`src/rtl/alu_pkg.sv`:
```
// Shared types and decode constants for the EX-stage execute unit.
package alu_pkg;

  typedef enum logic [2:0] {
    OP_ADD   = 3'b000,
    OP_SUB   = 3'b001,
    OP_RTYPE = 3'b010,
    OP_AND   = 3'b011,
    OP_OR    = 3'b100,
    OP_XOR   = 3'b101,
    OP_LUI   = 3'b110,
    OP_SLT   = 3'b111
  } alu_op_e;

  typedef enum logic [3:0] {
    AC_AND  = 4'b0000,
    AC_OR   = 4'b0001,
    AC_ADD  = 4'b0010,
    AC_SLT  = 4'b0011,
    AC_SLTU = 4'b0100,
    AC_SUB  = 4'b0110,
    AC_XOR  = 4'b0111,
    AC_SLL  = 4'b1000,
    AC_SRL  = 4'b1001,
    AC_SRA  = 4'b1010,
    AC_LUI  = 4'b1011,
    AC_NOR  = 4'b1100
  } alu_ctrl_e;

  // Encoding matches funct[1:0] of the mult/multu/div/divu group.
  typedef enum logic [1:0] {MD_MULT, MD_MULTU, MD_DIV, MD_DIVU} md_op_e;

  typedef enum logic [1:0] {ST_IDLE, ST_MUL, ST_DIV, ST_SIGN} md_state_e;

  typedef enum logic [2:0] {RS_ALU, RS_SRC_A, RS_HI, RS_LO, RS_ZERO} res_sel_e;

  localparam logic [5:0] F_SLL   = 6'b000000;
  localparam logic [5:0] F_SRL   = 6'b000010;
  localparam logic [5:0] F_SRA   = 6'b000011;
  localparam logic [5:0] F_SLLV  = 6'b000100;
  localparam logic [5:0] F_SRLV  = 6'b000110;
  localparam logic [5:0] F_SRAV  = 6'b000111;
  localparam logic [5:0] F_JR    = 6'b001000;
  localparam logic [5:0] F_MFHI  = 6'b010000;
  localparam logic [5:0] F_MTHI  = 6'b010001;
  localparam logic [5:0] F_MFLO  = 6'b010010;
  localparam logic [5:0] F_MTLO  = 6'b010011;
  localparam logic [5:0] F_MULT  = 6'b011000;
  localparam logic [5:0] F_MULTU = 6'b011001;
  localparam logic [5:0] F_DIV   = 6'b011010;
  localparam logic [5:0] F_DIVU  = 6'b011011;
  localparam logic [5:0] F_ADD   = 6'b100000;
  localparam logic [5:0] F_ADDU  = 6'b100001;
  localparam logic [5:0] F_SUB   = 6'b100010;
  localparam logic [5:0] F_SUBU  = 6'b100011;
  localparam logic [5:0] F_AND   = 6'b100100;
  localparam logic [5:0] F_OR    = 6'b100101;
  localparam logic [5:0] F_XOR   = 6'b100110;
  localparam logic [5:0] F_NOR   = 6'b100111;
  localparam logic [5:0] F_SLT   = 6'b101010;
  localparam logic [5:0] F_SLTU  = 6'b101011;

endpackage

```
`src/rtl/alu_exec_unit_if.sv`:
```
// Issue/result bundle between the ID/EX register and the execute unit.
interface alu_exec_if #(
  parameter int WIDTH   = 32,
  parameter int SHAMT_W = $clog2(WIDTH)
);
  logic               flush;
  logic               in_valid;
  logic               in_ready;
  logic [2:0]         alu_op;
  logic [5:0]         funct;
  logic [SHAMT_W-1:0] shamt;
  logic [WIDTH-1:0]   src_a;
  logic [WIDTH-1:0]   src_b;
  logic               out_valid;
  logic [WIDTH-1:0]   result;
  logic               wb_en;
  logic               zero;
  logic               overflow;
  logic               illegal;
  logic               busy;

  modport master (
    output flush, in_valid, alu_op, funct, shamt, src_a, src_b,
    input  in_ready, out_valid, result, wb_en, zero, overflow, illegal, busy
  );

  modport slave (
    input  flush, in_valid, alu_op, funct, shamt, src_a, src_b,
    output in_ready, out_valid, result, wb_en, zero, overflow, illegal, busy
  );
endinterface

```
`src/rtl/alu_md_iter.sv`:
```
// Iterative mult/div engine: magnitude shift-add multiply, restoring divide, sign fix, HI/LO.
// state   | meaning
// ST_IDLE | waiting for start, HI/LO writable by mthi/mtlo
// ST_MUL  | one multiplier bit per cycle, WIDTH cycles
// ST_DIV  | one quotient bit per cycle, WIDTH cycles
// ST_SIGN | apply signs, commit HI/LO, signal done
module alu_md_iter
  import alu_pkg::*;
#(
  parameter int WIDTH   = 32,
  parameter int SHAMT_W = $clog2(WIDTH)
) (
  input  logic             clk,
  input  logic             rst_n,
  input  logic             flush,
  input  logic             start,
  input  md_op_e           md_op,
  input  logic [WIDTH-1:0] src_a,
  input  logic [WIDTH-1:0] src_b,
  input  logic             hi_we,
  input  logic             lo_we,
  output logic             idle,
  output logic             done,
  output logic [WIDTH-1:0] hi,
  output logic [WIDTH-1:0] lo,
  output logic [WIDTH-1:0] lo_fin
);
  md_state_e          state_q, state_d;
  logic [SHAMT_W-1:0] cnt_q, cnt_d;
  logic [WIDTH-1:0]   wh_q, wh_d, wl_q, wl_d, mb_q, mb_d, a_q, a_d, hi_q, hi_d, lo_q, lo_d;
  logic               neg_q, neg_d, rneg_q, rneg_d, dz_q, dz_d, div_q, div_d;
  logic               sgn, is_div, a_neg, b_neg, ge;
  logic [WIDTH-1:0]   a_mag, b_mag, sdiff, hi_fin;
  logic [WIDTH:0]     msum, shifted;
  logic [2*WIDTH-1:0] prod_s;

  assign sgn     = (md_op == MD_MULT) || (md_op == MD_DIV);
  assign is_div  = (md_op == MD_DIV) || (md_op == MD_DIVU);
  assign a_neg   = sgn && src_a[WIDTH-1];
  assign b_neg   = sgn && src_b[WIDTH-1];
  assign a_mag   = a_neg ? -src_a : src_a;
  assign b_mag   = b_neg ? -src_b : src_b;
  assign msum    = {1'b0, wh_q} + (wl_q[0] ? {1'b0, mb_q} : '0);
  assign shifted = {wh_q, wl_q[WIDTH-1]};
  assign ge      = shifted >= {1'b0, mb_q};
  // remainder < divisor, so the true difference always fits in WIDTH bits
  assign sdiff   = shifted[WIDTH-1:0] - mb_q;
  assign prod_s  = neg_q ? -{wh_q, wl_q} : {wh_q, wl_q};

  always_ff @(posedge clk or negedge rst_n) begin
    if (!rst_n) state_q <= ST_IDLE;
    else        state_q <= state_d;
  end

  always_comb begin
    state_d = state_q;
    case (state_q)
      ST_IDLE: if (start) state_d = (is_div && src_b == '0) ? ST_SIGN : (is_div ? ST_DIV : ST_MUL);
      ST_MUL, ST_DIV: begin
        if (flush)             state_d = ST_IDLE;
        else if (cnt_q == '0)  state_d = ST_SIGN;
      end
      ST_SIGN: state_d = ST_IDLE;
    endcase
  end

  always_comb begin
    idle = (state_q == ST_IDLE);
    done = (state_q == ST_SIGN) && !flush;
  end

  always_comb begin
    if (dz_q) begin
      hi_fin = a_q;
      lo_fin = '1;
    end else if (div_q) begin
      hi_fin = rneg_q ? -wh_q : wh_q;
      lo_fin = neg_q ? -wl_q : wl_q;
    end else begin
      hi_fin = prod_s[2*WIDTH-1:WIDTH];
      lo_fin = prod_s[WIDTH-1:0];
    end
  end

  always_comb begin
    cnt_d = cnt_q; wh_d = wh_q; wl_d = wl_q; mb_d = mb_q; a_d = a_q;
    neg_d = neg_q; rneg_d = rneg_q; dz_d = dz_q; div_d = div_q;
    hi_d = hi_q; lo_d = lo_q;
    case (state_q)
      ST_IDLE: if (start) begin
        cnt_d  = SHAMT_W'(WIDTH - 1);
        wh_d   = '0;
        wl_d   = is_div ? a_mag : b_mag;
        mb_d   = is_div ? b_mag : a_mag;
        neg_d  = a_neg ^ b_neg;
        rneg_d = a_neg;
        dz_d   = is_div && (src_b == '0);
        div_d  = is_div;
        a_d    = src_a;
      end
      ST_MUL: begin
        wh_d  = msum[WIDTH:1];
        wl_d  = {msum[0], wl_q[WIDTH-1:1]};
        cnt_d = cnt_q - SHAMT_W'(1);
      end
      ST_DIV: begin
        wh_d  = ge ? sdiff : shifted[WIDTH-1:0];
        wl_d  = {wl_q[WIDTH-2:0], ge};
        cnt_d = cnt_q - SHAMT_W'(1);
      end
      ST_SIGN: if (!flush) begin
        hi_d = hi_fin;
        lo_d = lo_fin;
      end
    endcase
    if (hi_we) hi_d = src_a;
    if (lo_we) lo_d = src_a;
  end

  always_ff @(posedge clk or negedge rst_n) begin
    if (!rst_n) begin
      cnt_q <= '0; wh_q <= '0; wl_q <= '0; mb_q <= '0; a_q <= '0;
      neg_q <= 1'b0; rneg_q <= 1'b0; dz_q <= 1'b0; div_q <= 1'b0;
      hi_q <= '0; lo_q <= '0;
    end else begin
      cnt_q <= cnt_d; wh_q <= wh_d; wl_q <= wl_d; mb_q <= mb_d; a_q <= a_d;
      neg_q <= neg_d; rneg_q <= rneg_d; dz_q <= dz_d; div_q <= div_d;
      hi_q <= hi_d; lo_q <= lo_d;
    end
  end

  assign hi = hi_q;
  assign lo = lo_q;
endmodule

```
`src/rtl/alu_exec_unit.sv`:
```
// EX-stage execute unit: decode, single-cycle ALU with registered result, and
// the iterative mult/div engine behind a valid/ready handshake.
module alu_exec_unit
  import alu_pkg::*;
#(
  parameter int WIDTH   = 32,
  parameter int SHAMT_W = $clog2(WIDTH)
) (
  input logic       clk,
  input logic       rst_n,
  alu_exec_if.slave io
);
  alu_ctrl_e          ctrl;
  res_sel_e           res_sel;
  logic               ovf_chk, wb, ill, md_req, mthi_req, mtlo_req;
  logic               accept, md_idle, md_done, alu_ovf;
  logic [SHAMT_W-1:0] sh;
  logic [WIDTH-1:0]   a, b, sum, diff, alu_res, res, hi, lo, lo_fin;
  logic [WIDTH-1:0]   result_d, result_q;
  logic               out_valid_d, out_valid_q, wb_en_d, wb_en_q, zero_d, zero_q;
  logic               overflow_d, overflow_q, illegal_d, illegal_q;

  assign a           = io.src_a;
  assign b           = io.src_b;
  assign sum         = a + b;
  assign diff        = a - b;
  assign io.in_ready = md_idle && !io.flush;
  assign accept      = io.in_valid && io.in_ready;

  always_comb begin
    ctrl = AC_ADD; res_sel = RS_ALU; ovf_chk = 1'b0; wb = 1'b1; ill = 1'b0;
    md_req = 1'b0; mthi_req = 1'b0; mtlo_req = 1'b0; sh = io.shamt;
    case (alu_op_e'(io.alu_op))
      OP_ADD:   ovf_chk = 1'b1;
      OP_SUB:   begin ctrl = AC_SUB; ovf_chk = 1'b1; end
      OP_AND:   ctrl = AC_AND;
      OP_OR:    ctrl = AC_OR;
      OP_XOR:   ctrl = AC_XOR;
      OP_LUI:   ctrl = AC_LUI;
      OP_SLT:   ctrl = AC_SLT;
      OP_RTYPE: begin
        case (io.funct)
          F_ADD:   ovf_chk = 1'b1;
          F_ADDU:  ctrl = AC_ADD;
          F_SUB:   begin ctrl = AC_SUB; ovf_chk = 1'b1; end
          F_SUBU:  ctrl = AC_SUB;
          F_AND:   ctrl = AC_AND;
          F_OR:    ctrl = AC_OR;
          F_XOR:   ctrl = AC_XOR;
          F_NOR:   ctrl = AC_NOR;
          F_SLT:   ctrl = AC_SLT;
          F_SLTU:  ctrl = AC_SLTU;
          F_SLL:   ctrl = AC_SLL;
          F_SRL:   ctrl = AC_SRL;
          F_SRA:   ctrl = AC_SRA;
          F_SLLV:  begin ctrl = AC_SLL; sh = a[SHAMT_W-1:0]; end
          F_SRLV:  begin ctrl = AC_SRL; sh = a[SHAMT_W-1:0]; end
          F_SRAV:  begin ctrl = AC_SRA; sh = a[SHAMT_W-1:0]; end
          F_JR:    begin res_sel = RS_SRC_A; wb = 1'b0; end
          F_MFHI:  res_sel = RS_HI;
          F_MFLO:  res_sel = RS_LO;
          F_MTHI:  begin res_sel = RS_SRC_A; wb = 1'b0; mthi_req = 1'b1; end
          F_MTLO:  begin res_sel = RS_SRC_A; wb = 1'b0; mtlo_req = 1'b1; end
          F_MULT, F_MULTU, F_DIV, F_DIVU: begin md_req = 1'b1; wb = 1'b0; end
          default: begin res_sel = RS_ZERO; wb = 1'b0; ill = 1'b1; end
        endcase
      end
    endcase
  end

  always_comb begin
    alu_res = '0;
    alu_ovf = 1'b0;
    case (ctrl)
      AC_AND:  alu_res = a & b;
      AC_OR:   alu_res = a | b;
      AC_XOR:  alu_res = a ^ b;
      AC_NOR:  alu_res = ~(a | b);
      AC_ADD:  begin alu_res = sum;  alu_ovf = (a[WIDTH-1] == b[WIDTH-1]) && (sum[WIDTH-1] != a[WIDTH-1]); end
      AC_SUB:  begin alu_res = diff; alu_ovf = (a[WIDTH-1] != b[WIDTH-1]) && (diff[WIDTH-1] != a[WIDTH-1]); end
      AC_SLT:  alu_res = {{(WIDTH-1){1'b0}}, $signed(a) < $signed(b)};
      AC_SLTU: alu_res = {{(WIDTH-1){1'b0}}, a < b};
      AC_SLL:  alu_res = b << sh;
      AC_SRL:  alu_res = b >> sh;
      AC_SRA:  alu_res = $signed(b) >>> sh;
      AC_LUI:  alu_res = {b[WIDTH/2-1:0], {(WIDTH/2){1'b0}}};
      default: alu_res = '0;
    endcase
  end

  always_comb begin
    res = alu_res;
    case (res_sel)
      RS_SRC_A: res = a;
      RS_HI:    res = hi;
      RS_LO:    res = lo;
      RS_ZERO:  res = '0;
      default:  res = alu_res;
    endcase
  end

  alu_md_iter #(.WIDTH(WIDTH), .SHAMT_W(SHAMT_W)) u_md (
    .clk    (clk),
    .rst_n  (rst_n),
    .flush  (io.flush),
    .start  (accept && md_req),
    .md_op  (md_op_e'(io.funct[1:0])),
    .src_a  (a),
    .src_b  (b),
    .hi_we  (accept && mthi_req),
    .lo_we  (accept && mtlo_req),
    .idle   (md_idle),
    .done   (md_done),
    .hi     (hi),
    .lo     (lo),
    .lo_fin (lo_fin)
  );

  // mult/div completion reports the new LO but never writes back to the GPR file
  always_comb begin
    out_valid_d = 1'b0; wb_en_d = 1'b0; overflow_d = 1'b0; illegal_d = 1'b0;
    result_d = result_q; zero_d = zero_q;
    if (md_done) begin
      out_valid_d = 1'b1;
      result_d    = lo_fin;
      zero_d      = (lo_fin == '0);
    end else if (accept && !md_req) begin
      out_valid_d = 1'b1;
      result_d    = res;
      zero_d      = (res == '0);
      wb_en_d     = wb;
      overflow_d  = ovf_chk && alu_ovf;
      illegal_d   = ill;
    end
  end

  always_ff @(posedge clk or negedge rst_n) begin
    if (!rst_n) begin
      out_valid_q <= 1'b0; result_q <= '0; wb_en_q <= 1'b0;
      zero_q <= 1'b0; overflow_q <= 1'b0; illegal_q <= 1'b0;
    end else begin
      out_valid_q <= out_valid_d; result_q <= result_d; wb_en_q <= wb_en_d;
      zero_q <= zero_d; overflow_q <= overflow_d; illegal_q <= illegal_d;
    end
  end

  assign io.out_valid = out_valid_q;
  assign io.result    = result_q;
  assign io.wb_en     = wb_en_q;
  assign io.zero      = zero_q;
  assign io.overflow  = overflow_q;
  assign io.illegal   = illegal_q;
  assign io.busy      = !md_idle;
endmodule

```
`src/flat_wrapper.sv`:
```
// flat-port wrapper written by rule: the top's interface ports become plain ports
module alu_exec_unit_flat import alu_pkg::*;
#(
  parameter int WIDTH   = 32,
  parameter int SHAMT_W = $clog2(WIDTH)
)
  (clk, rst_n, io_flush, io_in_valid, io_alu_op, io_funct, io_shamt, io_src_a, io_src_b, io_in_ready, io_out_valid, io_result, io_wb_en, io_zero, io_overflow, io_illegal, io_busy);
  alu_exec_if #(.WIDTH(WIDTH), .SHAMT_W(SHAMT_W)) io_i ();
  input logic clk;
  input logic rst_n;
  input wire logic [$bits(io_i.flush)-1:0] io_flush;
  input wire logic [$bits(io_i.in_valid)-1:0] io_in_valid;
  input wire logic [$bits(io_i.alu_op)-1:0] io_alu_op;
  input wire logic [$bits(io_i.funct)-1:0] io_funct;
  input wire logic [$bits(io_i.shamt)-1:0] io_shamt;
  input wire logic [$bits(io_i.src_a)-1:0] io_src_a;
  input wire logic [$bits(io_i.src_b)-1:0] io_src_b;
  output wire logic [$bits(io_i.in_ready)-1:0] io_in_ready;
  output wire logic [$bits(io_i.out_valid)-1:0] io_out_valid;
  output wire logic [$bits(io_i.result)-1:0] io_result;
  output wire logic [$bits(io_i.wb_en)-1:0] io_wb_en;
  output wire logic [$bits(io_i.zero)-1:0] io_zero;
  output wire logic [$bits(io_i.overflow)-1:0] io_overflow;
  output wire logic [$bits(io_i.illegal)-1:0] io_illegal;
  output wire logic [$bits(io_i.busy)-1:0] io_busy;
  assign io_i.flush = io_flush;
  assign io_i.in_valid = io_in_valid;
  assign io_i.alu_op = io_alu_op;
  assign io_i.funct = io_funct;
  assign io_i.shamt = io_shamt;
  assign io_i.src_a = io_src_a;
  assign io_i.src_b = io_src_b;
  assign io_in_ready = io_i.in_ready;
  assign io_out_valid = io_i.out_valid;
  assign io_result = io_i.result;
  assign io_wb_en = io_i.wb_en;
  assign io_zero = io_i.zero;
  assign io_overflow = io_i.overflow;
  assign io_illegal = io_i.illegal;
  assign io_busy = io_i.busy;
  alu_exec_unit #(.WIDTH(WIDTH), .SHAMT_W(SHAMT_W)) u_core (.clk(clk), .rst_n(rst_n), .io(io_i));
endmodule
```
`config.mk`:
```
export PLATFORM = sky130hd
export DESIGN_NAME = alu_exec_unit_flat
export DESIGN_NICKNAME = d
export VERILOG_FILES = /design/src/rtl/alu_pkg.sv /design/src/rtl/alu_exec_unit_if.sv /design/src/rtl/alu_md_iter.sv /design/src/rtl/alu_exec_unit.sv /design/src/flat_wrapper.sv
export SDC_FILE = /design/constraint.sdc
export NUM_CORES = 2
export LEC_CHECK = 0
export ABC_AREA = 1
export BUFFER_PORTS_ARGS = -buffer_cell sky130_fd_sc_hd__buf_2
export CELL_PAD_IN_SITES_DETAIL_PLACEMENT = 1
export CELL_PAD_IN_SITES_GLOBAL_PLACEMENT = 2
export CORE_MARGIN = 1.5
export CORE_UTILIZATION = 34
export DETAILED_ROUTE_END_ITERATION = 16
export PLACE_DENSITY_LB_ADDON = 0.1
export SKIP_LAST_GASP = 1
export SLEW_MARGIN = 5
export SYNTH_ARGS = -nofsm -noshare
export SYNTH_HDL_FRONTEND = slang
export SYNTH_HIERARCHICAL = 1
export SYNTH_SLANG_ARGS = --single-unit
```
`constraint.sdc`:
```
create_clock -name clk -period 2.8 [get_ports clk]
set_input_delay 0.14 -clock clk [delete_from_list [all_inputs] [get_ports clk]]
set_output_delay 0.14 -clock clk [all_outputs]
set_load 0.02 [all_outputs]
```
==> impl_metrics.csv <==
group,metric,value,unit
worst_setup_path,worstPathRequired,3330,ps
synth,syn-cell-area,32440,sq um
grt,grt_antenna_before_repair,6,
synth,number_of_cells_produced_by_synthesis,5712,
timing,worst_clock_skew,20.58,ps
floorplan,die_width,311.9,um
routing,vias,47641,
synth,synth-seq-area-share,18.51,%
timing,finalCritPeriodShare,104.2,%
clocking,cts_inserted_buffers,30,
clocking,latest_clock_arrival_within_the_worst_skew_pair,620,ps
floorplan,ioPinCount,121,
worst_hold_path,holdCritPathClass,"in -> reg",
grt,grt_pass1_wl,317300,um
clocking,cts.htree.levels,1,
worst_setup_path,timing.setup.critical_path_class,"in -> reg",
placement,numPortBuffers,120,
power_and_ir_drop,seq_power_share,17.0,%
routing,drt.antenna.violating_nets,0,
synth,postSynth.asyncResetShare,100.0,%
layout,most_frequent_cells_in_the_layout,"1733 x nand2_1, 1139 x buf_4, 616 x inv_1, 581 x nand3_1, 573 x nor2_1",
routing,drc,0,
power_and_ir_drop,cellLeakagePower,24.73,nW
synth,synth-seq-cells,240,
timing,final.min_clock_period,2919,ps
timing,slew-limit-headroom,35.16,%
timing,finalMaxSlewViolations,0,
power_and_ir_drop,power.internal,0.01524,W
floorplan,floorplan_die_area,97280,sq um
power_and_ir_drop,clockPowerShare,14.1,%
layout,final_layout_size_suffix_gt1_share,28.51,%
grt,number_of_global_route_vias_before_repair,45332,
outcome,failed_checks,"setup timing",
timing,achievable-frequency,342.6,MHz
routing,drt_first_iter_violations,5863,
routing,first_drt_pass_iteration_count,5,
power_and_ir_drop,power.net_switching,0.01703,W
timing,fin_hold_ws,51.63,ps
floorplan,num_rows,113,
clocking,cts_root_buffer,"clkbuf_16",
clocking,path_clk_slew,60,ps
timing,tightest_slew,971.5,ps
layout,final-seq-area,6021,sq um
grt,grt_max_degree,77,
layout,layout.nets,7148,
worst_setup_path,worstSetupStartpointType,"input port",
placement,gpl.final_weighted_congestion,1.069,
power_and_ir_drop,sw_frac_of_total,52.78,%
worst_setup_path,timing.critical_path.from,"io_funct[0]",
placement,place_ws,-1050,ps
grt,overflow,0,
power_and_ir_drop,p_comb_share,68.9,%
layout,fraction_of_the_core_area_covered_by_cells_at_the_end_of_the_flow,49.99,%
run,drv.max_cap_violation_count,0,
grt,tot_gr_track_use,44.34,%
routing,wl,229700,um
worst_setup_path,reg_to_reg_critical_path_startpoint,"u_core/u_md/wl_q[1]$_DFFE_PN0P_",
layout,final_common_cell,"nand2_1",
floorplan,start_util,34.25,%
synth,ys.warnings.count,6,
synth,number_of_synthesized_flops_with_an_enable_pin,0,
worst_setup_path,timing.critical_path.arrival,3450,ps
placement,detailed_place_hpwl,187700,um
timing,final_critical_path_setup_slack,-118.9,ps
worst_hold_path,timing.hold.worst.start,"io_src_a[15]",
routing,routed_length_per_placed_instance,28.07,um
outcome,outcome,"finished with violations",
routing,detail_route.vias_per_cell,5.822,
clocking,tritoncts_clock_tree,"done",
synth,yosys_most_used_dff,"dfrtp_1",
clocking,ctsLongestPathBuffers,3,
timing,rsz_0062_raised_after_global_routing,"true",
power_and_ir_drop,power_per_cell_area,681.5,nW/um^2
layout,area_growth_syn_to_layout,45.96,%
synth,mappedNetlistNets,5968,
worst_setup_path,worst_setup_path_end_kind,"flop",
layout,multiInputGateArea,25050,sq um
clocking,clock_sinks,240,
power_and_ir_drop,power.ir.vdd_worst,488.0,uV
synth,yosys.cell_types.count,63,
floorplan,core_area,94730,sq um
worst_setup_path,cp_max_fo,8,
timing,hold_fails_final_rpt,0,
floorplan,die_h,311.9,um
synth,post_synth.cell_area_avg,5.680,sq um
timing,final_count_of_negative_setup_slack_endpoints,4,
layout,filler_cell_count,12934,
## Yosys cell counts (40+ instances only)
master    number  area [sq um]
nand2_1     1858          6974
buf_2         49         245.2
a21oi_1      248          1241
a22oi_1       42         315.3
nand4_1       86         538.0
o21ai_0      300          1501
nor2_1       630          2365
ha_1         170          2127
o211ai_1     112         840.8
xor2_1        81         709.4
nand3_1      674          3373
clkbuf_1     123         461.7
o22ai_1       40         250.2
inv_1        649          2436
dfrtp_1      240          6006
nor3_1        52         260.3
## sequential cells by signal (all words and copies together) (netlist names), 2 cells and up
register,cells
u_core/u_md/wh_q,32
u_core/u_md/hi,32
u_core/u_md/state_q,2
u_core/u_md/a_q,32
u_core/u_md/wl_q,32
u_core/u_md/cnt_q,5
u_core/u_md/mb_q,32
u_core/io.result,32
u_core/u_md/lo,32
## per-layer routing
| layer | track usage (%) | up-vias | routed length (um) |
|---|---|---|---|
| met4 | 18.69 | 4 | 12070 |
| li1 | - | 21064 | - |
| met1 | 64.72 | 23413 | 98490 |
| met2 | 62.62 | 2666 | 91570 |
| met3 | 8.865 | 494 | 27560 |
| met5 | 0 | - | 22 |
## timing repair
item | 4_1_cts | 5_1_grt
endpoints found under the setup margin | 77 | 89
cloned | 2 | 12
resized for setup | 105 | 510
hold buffers | 4 | 0
hold endpoints to repair | 73 | 0
setup buffers | 16 | 78
pin swaps | 17 | 134
## area by class of cell
| cell class | instances | area share, % |
|---|---|---|
| repair buffers | 1366 | 23.22 |
| clock inverters | 15 | 0.5311 |
| inverters | 677 | 5.459 |
| multi-input cells | 4577 | 52.89 |
| flip-flops and latches | 240 | 12.72 |
| clock buffers | 41 | 1.823 |
| well taps | 1265 | 3.343 |
| diodes | 2 | 0.01057 |
## worst max-delay path, stage by stage
cell	delay (ps)
buf_4	130
inv_4	60
nor2_4	50
nor2_4	210
nand3_4	180
o21ai_4	210
buf_12	150
inv_2	70
buf_12	150
clkbuf_8	180
buf_4	150
nand4_1	160
nand2_1	110
nand3_1	110
nand2_1	110
nand2_2	110
nand2_1	100
nand2_2	160
nand2_2	100
nor2_4	120
nand2_1	70
nor2_1	110
nand2_1	70
nor2_2	150
nand3_2	110
a21oi_2	150
## cell families after synthesis
| family | after synthesis | share of synthesized area (%) |
|---|---|---|
| and+or+nand+nor | 3415 | 44.55 |
| AOI/OAI and AO/OA | 882 | 16.19 |
| xor gates and xnor gates | 101 | 2.727 |
| buffers and inverters | 899 | 11.18 |
| adders and majority gates | 174 | 6.803 |
| DFF | 240 | 18.51 |
| muxes | 1 | 0.03085 |
## power groups by stage
| stage | sequential [W] | clock [W] | combinational [W] |
|---|---|---|---|
| 3_5_place_dp | 0.00543 | 0 | 0.0197 |
| 4_1_cts | 0.00540 | 0.00455 | 0.0201 |
| 3_3_place_gp | 0.00541 | 0 | 0.0193 |
| 2_1_floorplan | 0.00547 | 0 | 0.0105 |
| 5_1_grt | 0.00555 | 0.00464 | 0.0237 |
| 6_report | 0.00549 | 0.00455 | 0.0222 |
## metrics by stage
step	power, W	TNS (ps)	cell area (sq um)	std cells
6_report	0.03227	-325.3	47350	8183
5_1_grt	0.03387	-1015	47350	8181
4_1_cts	0.03010	-65.63	44430	8092
3_5_place_dp	0.02518	-29950	42780	8014
3_3_place_gp	0.02473	-23760	42780	8014
2_1_floorplan	0.01594	0	32440	5712
## final timing paths
path | end | slack (ps) | cells after the start
worst max-delay path | u_core/io.zero$_DFFE_PN0P_ | -120 | 26
worst min-delay path | u_core/u_md/hi[15]$_DFFE_PN0P_ | 50 | 4
worst max register to register | u_core/io.zero$_DFFE_PN0P_ | 10 | 15
worst min register to register | u_core/io.result[0]$_DFFE_PN0P_ | 480 | 1
max in group asynchronous | u_core/u_md/hi[3]$_DFFE_PN0P_ | 1750 | 3
min in group asynchronous | u_core/u_md/cnt_q[1]$_DFFE_PN0P_ | 90 | 2
Note: power is estimated with default switching activity, not from simulation.
